**src/rtl/alu_pkg.sv**
```systemverilog
// Shared opcode and FSM state encodings for the multi-cycle ALU.
package alu_pkg;

  typedef enum logic [2:0] {
    OP_AND = 3'b000,
    OP_OR  = 3'b001,
    OP_XOR = 3'b010,
    OP_NOR = 3'b011,
    OP_SLT = 3'b100,
    OP_ADD = 3'b101,
    OP_SUB = 3'b110,
    OP_MOD = 3'b111
  } aluop_e;

  typedef enum logic [1:0] {
    ST_IDLE = 2'b00,
    ST_EXEC = 2'b01,
    ST_DIV  = 2'b10
  } state_e;

endpackage

```
**src/rtl/multicycle_alu_adder.sv**
```systemverilog
// Combinational WIDTH-bit adder with carry in/out; shared by ADD and SUB.
module alu_adder #(
  parameter int WIDTH = 32
) (
  input  logic [WIDTH-1:0] i_a,
  input  logic [WIDTH-1:0] i_b,
  input  logic             i_cin,
  output logic [WIDTH-1:0] o_sum,
  output logic             o_cout
);

  assign {o_cout, o_sum} = {1'b0, i_a} + {1'b0, i_b} + {{WIDTH{1'b0}}, i_cin};

endmodule

```
**src/rtl/multicycle_alu_mod_iter.sv**
```systemverilog
// Restoring-division remainder engine: one quotient bit per clock, fin after WIDTH steps.
module mod_iter #(
  parameter int WIDTH = 32
) (
  input  logic             clk,
  input  logic             reset,
  input  logic             load,
  input  logic [WIDTH-1:0] a,
  input  logic [WIDTH-1:0] b,
  output logic [WIDTH-1:0] rem,
  output logic             fin
);

  localparam int CW = $clog2(WIDTH + 1);

  logic [WIDTH-1:0] r_rem;
  logic [WIDTH-1:0] r_quo;
  logic [WIDTH-1:0] r_div;
  logic [CW-1:0]    r_cnt;
  logic             r_active;
  logic [WIDTH:0]   w_shift;
  logic [WIDTH:0]   w_diff;

  // The partial remainder never exceeds 2*b-1, so one extra bit holds the trial difference sign.
  assign w_shift = {r_rem, r_quo[WIDTH-1]};
  assign w_diff  = w_shift - {1'b0, r_div};

  always_ff @(posedge clk or negedge reset) begin
    if (!reset) begin
      r_rem    <= '0;
      r_quo    <= '0;
      r_div    <= '0;
      r_cnt    <= '0;
      r_active <= 1'b0;
    end else if (load) begin
      r_rem    <= '0;
      r_quo    <= a;
      r_div    <= b;
      r_cnt    <= CW'(WIDTH);
      r_active <= 1'b1;
    end else if (r_active) begin
      if (r_cnt != '0) begin
        r_rem <= w_diff[WIDTH] ? w_shift[WIDTH-1:0] : w_diff[WIDTH-1:0];
        r_quo <= {r_quo[WIDTH-2:0], ~w_diff[WIDTH]};
        r_cnt <= r_cnt - 1'b1;
      end else begin
        r_active <= 1'b0;
      end
    end
  end

  assign rem = r_rem;
  assign fin = r_active && (r_cnt == '0);

endmodule

```
**src/rtl/multicycle_alu.sv**
```systemverilog
// Multi-cycle ALU: single-cycle logic/arith ops, iterative unsigned MOD, registered result and flags.
module multicycle_alu
  import alu_pkg::*;
#(
  parameter int WIDTH      = 32,
  parameter int SIGNED_SLT = 1
) (
  input  logic             clk,
  input  logic             reset,
  input  logic             start,
  input  logic [WIDTH-1:0] a,
  input  logic [WIDTH-1:0] b,
  input  logic [2:0]       aluop,
  output logic [WIDTH-1:0] res,
  output logic             done,
  output logic             busy,
  output logic             carry,
  output logic             overflow,
  output logic             zero,
  output logic             div_by_zero
);

  state_e           r_state;
  aluop_e           r_op;
  logic [WIDTH-1:0] r_a, r_b, r_res;
  logic             r_done, r_busy, r_carry, r_ovf, r_zero, r_dbz;

  logic             w_load, w_sub, w_cout, w_lt, w_fin;
  logic [WIDTH-1:0] w_add_b, w_sum, w_rem, w_res;
  logic             w_carry, w_ovf, w_dbz;

  assign w_load = (r_state == ST_IDLE) && start && (aluop == OP_MOD) && (b != '0);

  // SUB runs through the same adder as a + ~b + 1.
  assign w_sub   = (r_op == OP_SUB);
  assign w_add_b = w_sub ? ~r_b : r_b;

  alu_adder #(.WIDTH(WIDTH)) u_adder (
    .i_a    (r_a),
    .i_b    (w_add_b),
    .i_cin  (w_sub),
    .o_sum  (w_sum),
    .o_cout (w_cout)
  );

  mod_iter #(.WIDTH(WIDTH)) u_mod (
    .clk   (clk),
    .reset (reset),
    .load  (w_load),
    .a     (a),
    .b     (b),
    .rem   (w_rem),
    .fin   (w_fin)
  );

  generate
    if (SIGNED_SLT != 0) begin : g_slt_signed
      assign w_lt = $signed(r_a) < $signed(r_b);
    end else begin : g_slt_unsigned
      assign w_lt = r_a < r_b;
    end
  endgenerate

  always_comb begin
    w_res   = '0;
    w_carry = 1'b0;
    w_ovf   = 1'b0;
    w_dbz   = 1'b0;
    case (r_op)
      OP_AND: w_res = r_a & r_b;
      OP_OR:  w_res = r_a | r_b;
      OP_XOR: w_res = r_a ^ r_b;
      OP_NOR: w_res = ~(r_a | r_b);
      OP_SLT: w_res = {{(WIDTH-1){1'b0}}, w_lt};
      OP_ADD, OP_SUB: begin
        w_res   = w_sum;
        w_carry = w_cout;
        w_ovf   = (r_a[WIDTH-1] == w_add_b[WIDTH-1]) && (w_sum[WIDTH-1] != r_a[WIDTH-1]);
      end
      // Only a zero-divisor MOD reaches the single-cycle path.
      OP_MOD: begin
        w_res = r_a;
        w_dbz = 1'b1;
      end
      default: w_res = '0;
    endcase
  end

  always_ff @(posedge clk or negedge reset) begin
    if (!reset) begin
      r_state <= ST_IDLE;
      r_op    <= OP_AND;
      r_a     <= '0;
      r_b     <= '0;
      r_res   <= '0;
      r_done  <= 1'b0;
      r_busy  <= 1'b0;
      r_carry <= 1'b0;
      r_ovf   <= 1'b0;
      r_zero  <= 1'b0;
      r_dbz   <= 1'b0;
    end else begin
      r_done <= 1'b0;
      case (r_state)
        ST_IDLE: begin
          if (start) begin
            r_a     <= a;
            r_b     <= b;
            r_op    <= aluop_e'(aluop);
            r_busy  <= 1'b1;
            r_state <= w_load ? ST_DIV : ST_EXEC;
          end
        end
        ST_EXEC: begin
          r_res   <= w_res;
          r_carry <= w_carry;
          r_ovf   <= w_ovf;
          r_zero  <= (w_res == '0);
          r_dbz   <= w_dbz;
          r_done  <= 1'b1;
          r_busy  <= 1'b0;
          r_state <= ST_IDLE;
        end
        ST_DIV: begin
          if (w_fin) begin
            r_res   <= w_rem;
            r_carry <= 1'b0;
            r_ovf   <= 1'b0;
            r_zero  <= (w_rem == '0);
            r_dbz   <= 1'b0;
            r_done  <= 1'b1;
            r_busy  <= 1'b0;
            r_state <= ST_IDLE;
          end
        end
        default: r_state <= ST_IDLE;
      endcase
    end
  end

  assign res         = r_res;
  assign done        = r_done;
  assign busy        = r_busy;
  assign carry       = r_carry;
  assign overflow    = r_ovf;
  assign zero        = r_zero;
  assign div_by_zero = r_dbz;

endmodule

```
**config.mk**
```make
export PLATFORM = sky130hd
export DESIGN_NAME = multicycle_alu
export DESIGN_NICKNAME = d
export VERILOG_FILES = /design/src/rtl/alu_pkg.sv /design/src/rtl/multicycle_alu_adder.sv /design/src/rtl/multicycle_alu_mod_iter.sv /design/src/rtl/multicycle_alu.sv
export SDC_FILE = /design/constraint.sdc
export NUM_CORES = 1
export LEC_CHECK = 0
export ABC_CLOCK_PERIOD_IN_PS = 7100
export CORE_ASPECT_RATIO = 0.8
export CORE_MARGIN = 3
export CORE_UTILIZATION = 52
export CTS_CLUSTER_SIZE = 10
export DETAILED_ROUTE_END_ITERATION = 7
export PLACE_DENSITY = 0.74
export SLEW_MARGIN = 10
export SYNTH_ARGS = -nofsm -noshare
export SYNTH_HDL_FRONTEND = slang
export SYNTH_SLANG_ARGS = --single-unit
```
**constraint.sdc**
```tcl
create_clock -name clk -period 7.1 [get_ports clk]
set_input_delay 1.065 -clock clk [delete_from_list [all_inputs] [get_ports clk]]
set_output_delay 1.065 -clock clk [all_outputs]
set_load 0.05 [all_outputs]
```
* Yosys cells after proc, flatten, opt, wreduce, memory -nomap -nowiden
Index checks and enable logic that the tools add are counted.
Word-level totals: word-level logic and storage cells 97, register bits 210
Cells by class: bitwise gates (word level) 6, add/sub/neg operators 4, reductions and logical operators 22, equality and inequality tests 14, multiplexer cells 34, order comparisons 1
Operator list (count):
- 32-bit two-way mux | 9
- 32-bit case mux with 7 select lines | 1
- 32-bit logical NOT | 2
- 32-bit inverter | 2
- 32-bit case mux with 2 select lines | 1
- 32-bit by 32-bit adder with 33-bit output | 1
- 33-bit by 1-bit adder with 33-bit output | 1
- 33-bit by 32-bit subtractor with 33-bit output | 1
- 32-bit AND | 1
- 32-bit less-than comparator | 1
- 32-bit bitwise OR | 1
- 32-bit nonzero test | 1
- 32-bit XOR | 1
- 6-bit two-way mux | 3
- 3-bit == test, second input constant | 5
- 1-bit two-way mux | 10
- 1-bit case mux with 2 select lines | 5
- 2-bit AND reduction | 4
- 3-bit by 2-bit == test with 1-bit output, second input constant | 2
- 6-bit logical NOT | 1
- 2-bit two-way mux | 3
- 2-bit nonzero test | 3
- 6-bit nonzero test | 1
- 6-bit by 1-bit subtractor with 6-bit output, second input constant | 1
- other kinds (16) | 20

* Logic depth before layout (Yosys ltp)
depth in word-level cells 8, gate-level depth with buffers 22

* Modules after synthesis
Synthesis repeated with hierarchy kept, for this count alone.
Unflattened totals: cell total of the unflattened synthesis 2000, area, all modules 17063.9 um^2
Modules (own cells, without submodules):
- multicycle_alu | seq. area each 2677.6 um^2, area each 8663.3 um^2, instances 1, cells each 1000
- mod_iter | seq. area each 2577.5 um^2, area each 6546.3 um^2, instances 1, cells each 741
- alu_adder | seq. area each 0.0 um^2, area each 1854.3 um^2, instances 1, cells each 259

* Worst setup path before layout
OpenSTA, ideal clock, no wires.
path type register -> register, start reg r_op[2], end reg r_zero, in the netlist zero, data arrival time 5.245 ns, clock period less this slack 5.322 ns, library setup time 0.076 ns, stages on the path, launching flop included 22, path slack 1.778 ns, buffers on the path 8, cell sequence dfrtp_1 -> buf_6 -> buf_2 -> buf_2 -> buf_1 -> buf_1 -> clkbuf_1 -> nand3_1 -> buf_1 -> xnor2_1 -> ha_1 -> clkbuf_1 -> nand4_1 -> or3_1 -> o211a_1 -> a2111oi_0 -> o31ai_1 -> xor2_1 -> o21ai_0 -> nor4_1 -> nand4_1 -> o21ai_1
Between the ends: longest elaborated chain between the ends 7, elaborated cells on any way between the ends 15
Ends and longest elaborated chain:
- from (decl) | line multicycle_alu.sv:24 | aluop_e r_op;
- from (signal assigned) | line multicycle_alu.sv:109 | r_op <= aluop_e'(aluop);
- 3-bit == test | line multicycle_alu.sv:35, multicycle_alu.sv:69
- 32-bit two-way mux | line multicycle_alu.sv:36 | assign w_add_b = w_sub ? ~r_b : r_b;
- 32-bit by 32-bit adder with 33-bit output | line multicycle_alu_adder.sv:12 | assign {o_cout, o_sum} = {1'b0, i_a} + {1'b0, i_b} + {{WIDTH{1'b0}}, i_cin};
- 33-bit by 1-bit adder with 33-bit output | line multicycle_alu_adder.sv:12
- 32-bit case mux with 7 select lines * | line multicycle_alu.sv:69 | case (r_op)
- 32-bit logical NOT * | line multicycle_alu.sv:118 | r_zero <= (w_res == '0);
- 1-bit case mux with 2 select lines * | line multicycle_alu.sv:104 | case (r_state)
- to (signal assigned) | line multicycle_alu.sv:118
- to (signal assigned) | line multicycle_alu.sv:129 | r_zero <= (w_rem == '0);
- to (decl) | line multicycle_alu.sv:26 | logic r_done, r_busy, r_carry, r_ovf, r_zero, r_dbz;
Mark *: on every way between the ends. The rest lies on a longest branch, timed or not. A chain may end at the register's enable or synchronous reset.

* Final worst setup path
start reg r_op[0], end reg r_res[30], in the netlist res[30]
Between the ends: longest elaborated chain between the ends 6, elaborated cells on any way between the ends 14
Ends and longest elaborated chain:
- 3-bit == test | line multicycle_alu.sv:35, multicycle_alu.sv:69
- 32-bit two-way mux | line multicycle_alu.sv:36
- 32-bit by 32-bit adder with 33-bit output | line multicycle_alu_adder.sv:12
- 33-bit by 1-bit adder with 33-bit output | line multicycle_alu_adder.sv:12
- 32-bit case mux with 7 select lines * | line multicycle_alu.sv:69
- 32-bit case mux with 2 select lines * | line multicycle_alu.sv:104
- to (signal assigned) | line multicycle_alu.sv:115 | r_res <= w_res;
- to (signal assigned) | line multicycle_alu.sv:126 | r_res <= w_rem;
- to (decl) | line multicycle_alu.sv:25 | logic [WIDTH-1:0] r_a, r_b, r_res;
Marked as above.

==> flow_metrics.env <==
export IMPL_fin_nets=2204
export IMPL_layout_drive_gt1_share_pct=7.82
export IMPL_synthArstFlopShare_pct=100
export IMPL_yosysSeqAreaShare_pct=32.7
export IMPL_grt_pass1_vias=13896
export IMPL_combPwrFrac_pct=64.4
export IMPL_clock_power_share_pct=12.8
export IMPL_total_power_mw=10.3
export IMPL_syn_inst=1900
export IMPL_port_buffers=107
export IMPL_ys_types=72
export IMPL_p_sw_mw=5.10
export IMPL_syn_avg_cell_area_um2=8.47
export IMPL_gp_congestion=0.947
export IMPL_rsz0062_at_grt="no"
export IMPL_drtIter0Drc=1174
export IMPL_ant_nets=0
export IMPL_critPathKind="register to register"
export IMPL_ys_warn_count=0
export IMPL_post_cts_buffers=0
export IMPL_dpl_cell_area_um2=17500
export IMPL_synthFlopType="dfrtp_1"
export IMPL_cts_resized=0
export IMPL_yosys_area_top_type="dfrtp_1"
export IMPL_syn_nets=2144
export IMPL_intPower_mw=5.18
export IMPL_grt_overflow_total=0
export IMPL_antenna_found_initial=1
export IMPL_firstDrtPassIters=7
export IMPL_ios=108
export IMPL_tightestPinTransition_ns=1.47
export IMPL_required_ns=7.53
export IMPL_timing_final_crit_share_pct=71.0
export IMPL_area_growth_synth_to_final_pct=13.8
export IMPL_clkLatencyLatePin_ns=0.55
export IMPL_synth_edf_count=0
export IMPL_grt_pass1_wl_um=77900
export IMPL_hp_class="primary input to async pin"
export IMPL_hold_viol_final=0
export IMPL_max_cap_violations=1
export IMPL_cts_sinks=210
export IMPL_worstSetupStartpointType="register"
export IMPL_synth_top_area_share_pct=32.7
export IMPL_die_y_um=163
export IMPL_pwr_density_cell_nw_per_um2=561
export IMPL_cts_tree="yes"
export IMPL_holdBufCountCts=0
export IMPL_status="finished with violations"
export IMPL_n_antenna_cell=0
export IMPL_finalSetupViolCount=0
export IMPL_root_buffer="clkbuf_16"
export IMPL_die_area_um2=33100
export IMPL_drt_wirelength_per_cell_um=20.9
export IMPL_fmax_ghz=0.198
export IMPL_wirelength_um=49700
export IMPL_setup_tns_final_ns=0
export IMPL_r2r_setup_slack_ns=2.06
export IMPL_cts_buffers=26
export IMPL_clk_pin_slew_ns=0.06
export IMPL_min_period_ns=5.04
export IMPL_start_util_pct=53.8
export IMPL_vias=14418
export IMPL_end_kind="register"
export IMPL_p_leak_nw=8.25
export IMPL_hpwlAfterDp_um=36500
export IMPL_cts_htree_levels=1
export IMPL_synthesis_area_um2=16100
export IMPL_clock_skew_ns=0.0147
export IMPL_design_area_um2=18300
export IMPL_slew_headroom_pct=-0.516
export IMPL_violations="capacitance limit, slew limit"
export IMPL_crit_fanout=31
export IMPL_core_area_um2=29900
export IMPL_ctsLongestPathBuffers=3
export IMPL_switching_share_pct=49.6
export IMPL_p_seq_share_pct=22.8
export IMPL_hold_ws_ns=0.450
export IMPL_ir_drop_mv=0.297
export IMPL_synth_ff_latch_count=210
export IMPL_via_per_inst=6.07
export IMPL_cp_arrival_ns=5.47
export IMPL_grt_max_degree=78
export IMPL_synth_area_leaders="dfrtp_1 (33%), ha_1 (13%), a21oi_1 (5.8%)"
export IMPL_core_rowCount=56
export IMPL_drc=0
export IMPL_die_w_um=203
export IMPL_track_usage_pct=29.7
export IMPL_final_max_slew_violation_count=1
[cells in the mapped netlist, types with 27 or more instances]
| cell | n |
|---|---|
| nor4_1 | 28 |
| o21ai_0 | 123 |
| inv_1 | 137 |
| nor2b_1 | 27 |
| mux2i_1 | 39 |
| xnor2_1 | 64 |
| a31oi_1 | 56 |
| nand2_1 | 230 |
| nor2_1 | 139 |
| mux2_2 | 73 |
| dfrtp_1 | 210 |
| ha_1 | 172 |
| a21oi_1 | 188 |
| clkbuf_1 | 66 |
[worst paths after layout]
check                                end  cells past startpoint  startpoint
min in group clk                  res[5]                      2      res[5]
hold reg to reg                   res[5]                      2      res[5]
setup reg to reg                 res[30]                     17     r_op[0]
hold / removal                   r_a[24]                      1       reset
setup / recovery                 res[30]                     17     r_op[0]
max in group asynchronous  u_mod.rem[10]                      2       reset
[critical path: stages (launching register included)]
cell       delay, ns
dfrtp_1         0.34
inv_1           0.06
nand3_2         0.06
buf_4           0.49
xnor2_1         0.21
inv_1           0.09
fa_1            0.41
nand3b_1        0.19
a2111oi_1       0.98
o21ai_0         0.33
a21boi_0        0.35
o21a_1          0.20
o41ai_1         0.12
o21ai_0         0.31
xor2_1          0.12
a21oi_1         0.24
o31ai_1         0.10
mux2_2          0.29
[per-stage QoR]
stage | utilization, % | instances | worst slack [ns]
CTS | 61.2 | 2375 | 2.20
floorplan | - | 1900 | 1.78
global route | 61.2 | 2375 | 1.71
global placement | 58.5 | 2338 | 2.30
detailed placement | 58.5 | 2338 | 2.24
finish | 61.2 | 2375 | 2.06
[placed cells by master (no fill, tap or decap), types with 56 or more instances in the layout]
master           synthesis  routed
nor2_1                 139     138
a21oi_1                188     187
o21ai_0                123     123
dfrtp_1                210     209
mux2_2                  73      73
clkdlybuf4s50_1          0     106
ha_1                   172     170
xnor2_1                 64      63
nand2_1                230     229
a31oi_1                 56      56
inv_1                  137     137
[power groups by stage]
stage / logic, mW / registers [mW] / clock network [mW]
6_report: 6.62 / 2.35 / 1.31
4_1_cts: 6.53 / 2.33 / 1.34
5_1_grt: 7.34 / 2.40 / 1.39
3_3_place_gp: 6.37 / 2.33 / 0
2_1_floorplan: 4.66 / 2.42 / 0
3_5_place_dp: 6.48 / 2.34 / 0
[routing by layer]
| layer | routed length (um) | global-route usage [%] | vias up |
|---|---|---|---|
| met3 | 4280 | 7.05 | 93 |
| met1 | 22400 | 41.7 | 6932 |
| li1 | - | - | 6823 |
| met4 | 1650 | 9.41 | 2 |
| met2 | 21400 | 45.6 | 568 |
| met5 | 13 | 0 | - |
[kinds of logic (layout without fill, tap and decap cells)]
group           count (synthesis)  after routing  share of synthesized area (%)
mux                           113            113                           7.63
fa+ha+maj                     174            174                           13.6
buf+inv                       234            303                           5.57
compound gates                552            552                           21.1
flops                         210            210                           32.7
simple gates                  533            533                           14.9
xor+xnor                       84             84                           4.57
[layout make-up]
type | instances | area [um^2]
clock buffer | 34 | 722
sequential | 210 | 5260
inverter | 137 | 514
fill | 2648 | 11600
clock inverter | 3 | 90.1
tap | 406 | 508
multi-input combinational | 1456 | 9980
timing repair buffer | 129 | 1240
[flip-flops by register name (all words and copies together) (netlist names), 2 cells and up]
name	count
r_a	32
r_b	32
r_op	3
r_state	2
res	32
u_mod.r_cnt	6
u_mod.r_div	32
u_mod.r_quo	32
u_mod.rem	32
No activity file was read; power rests on OpenSTA's default activity.
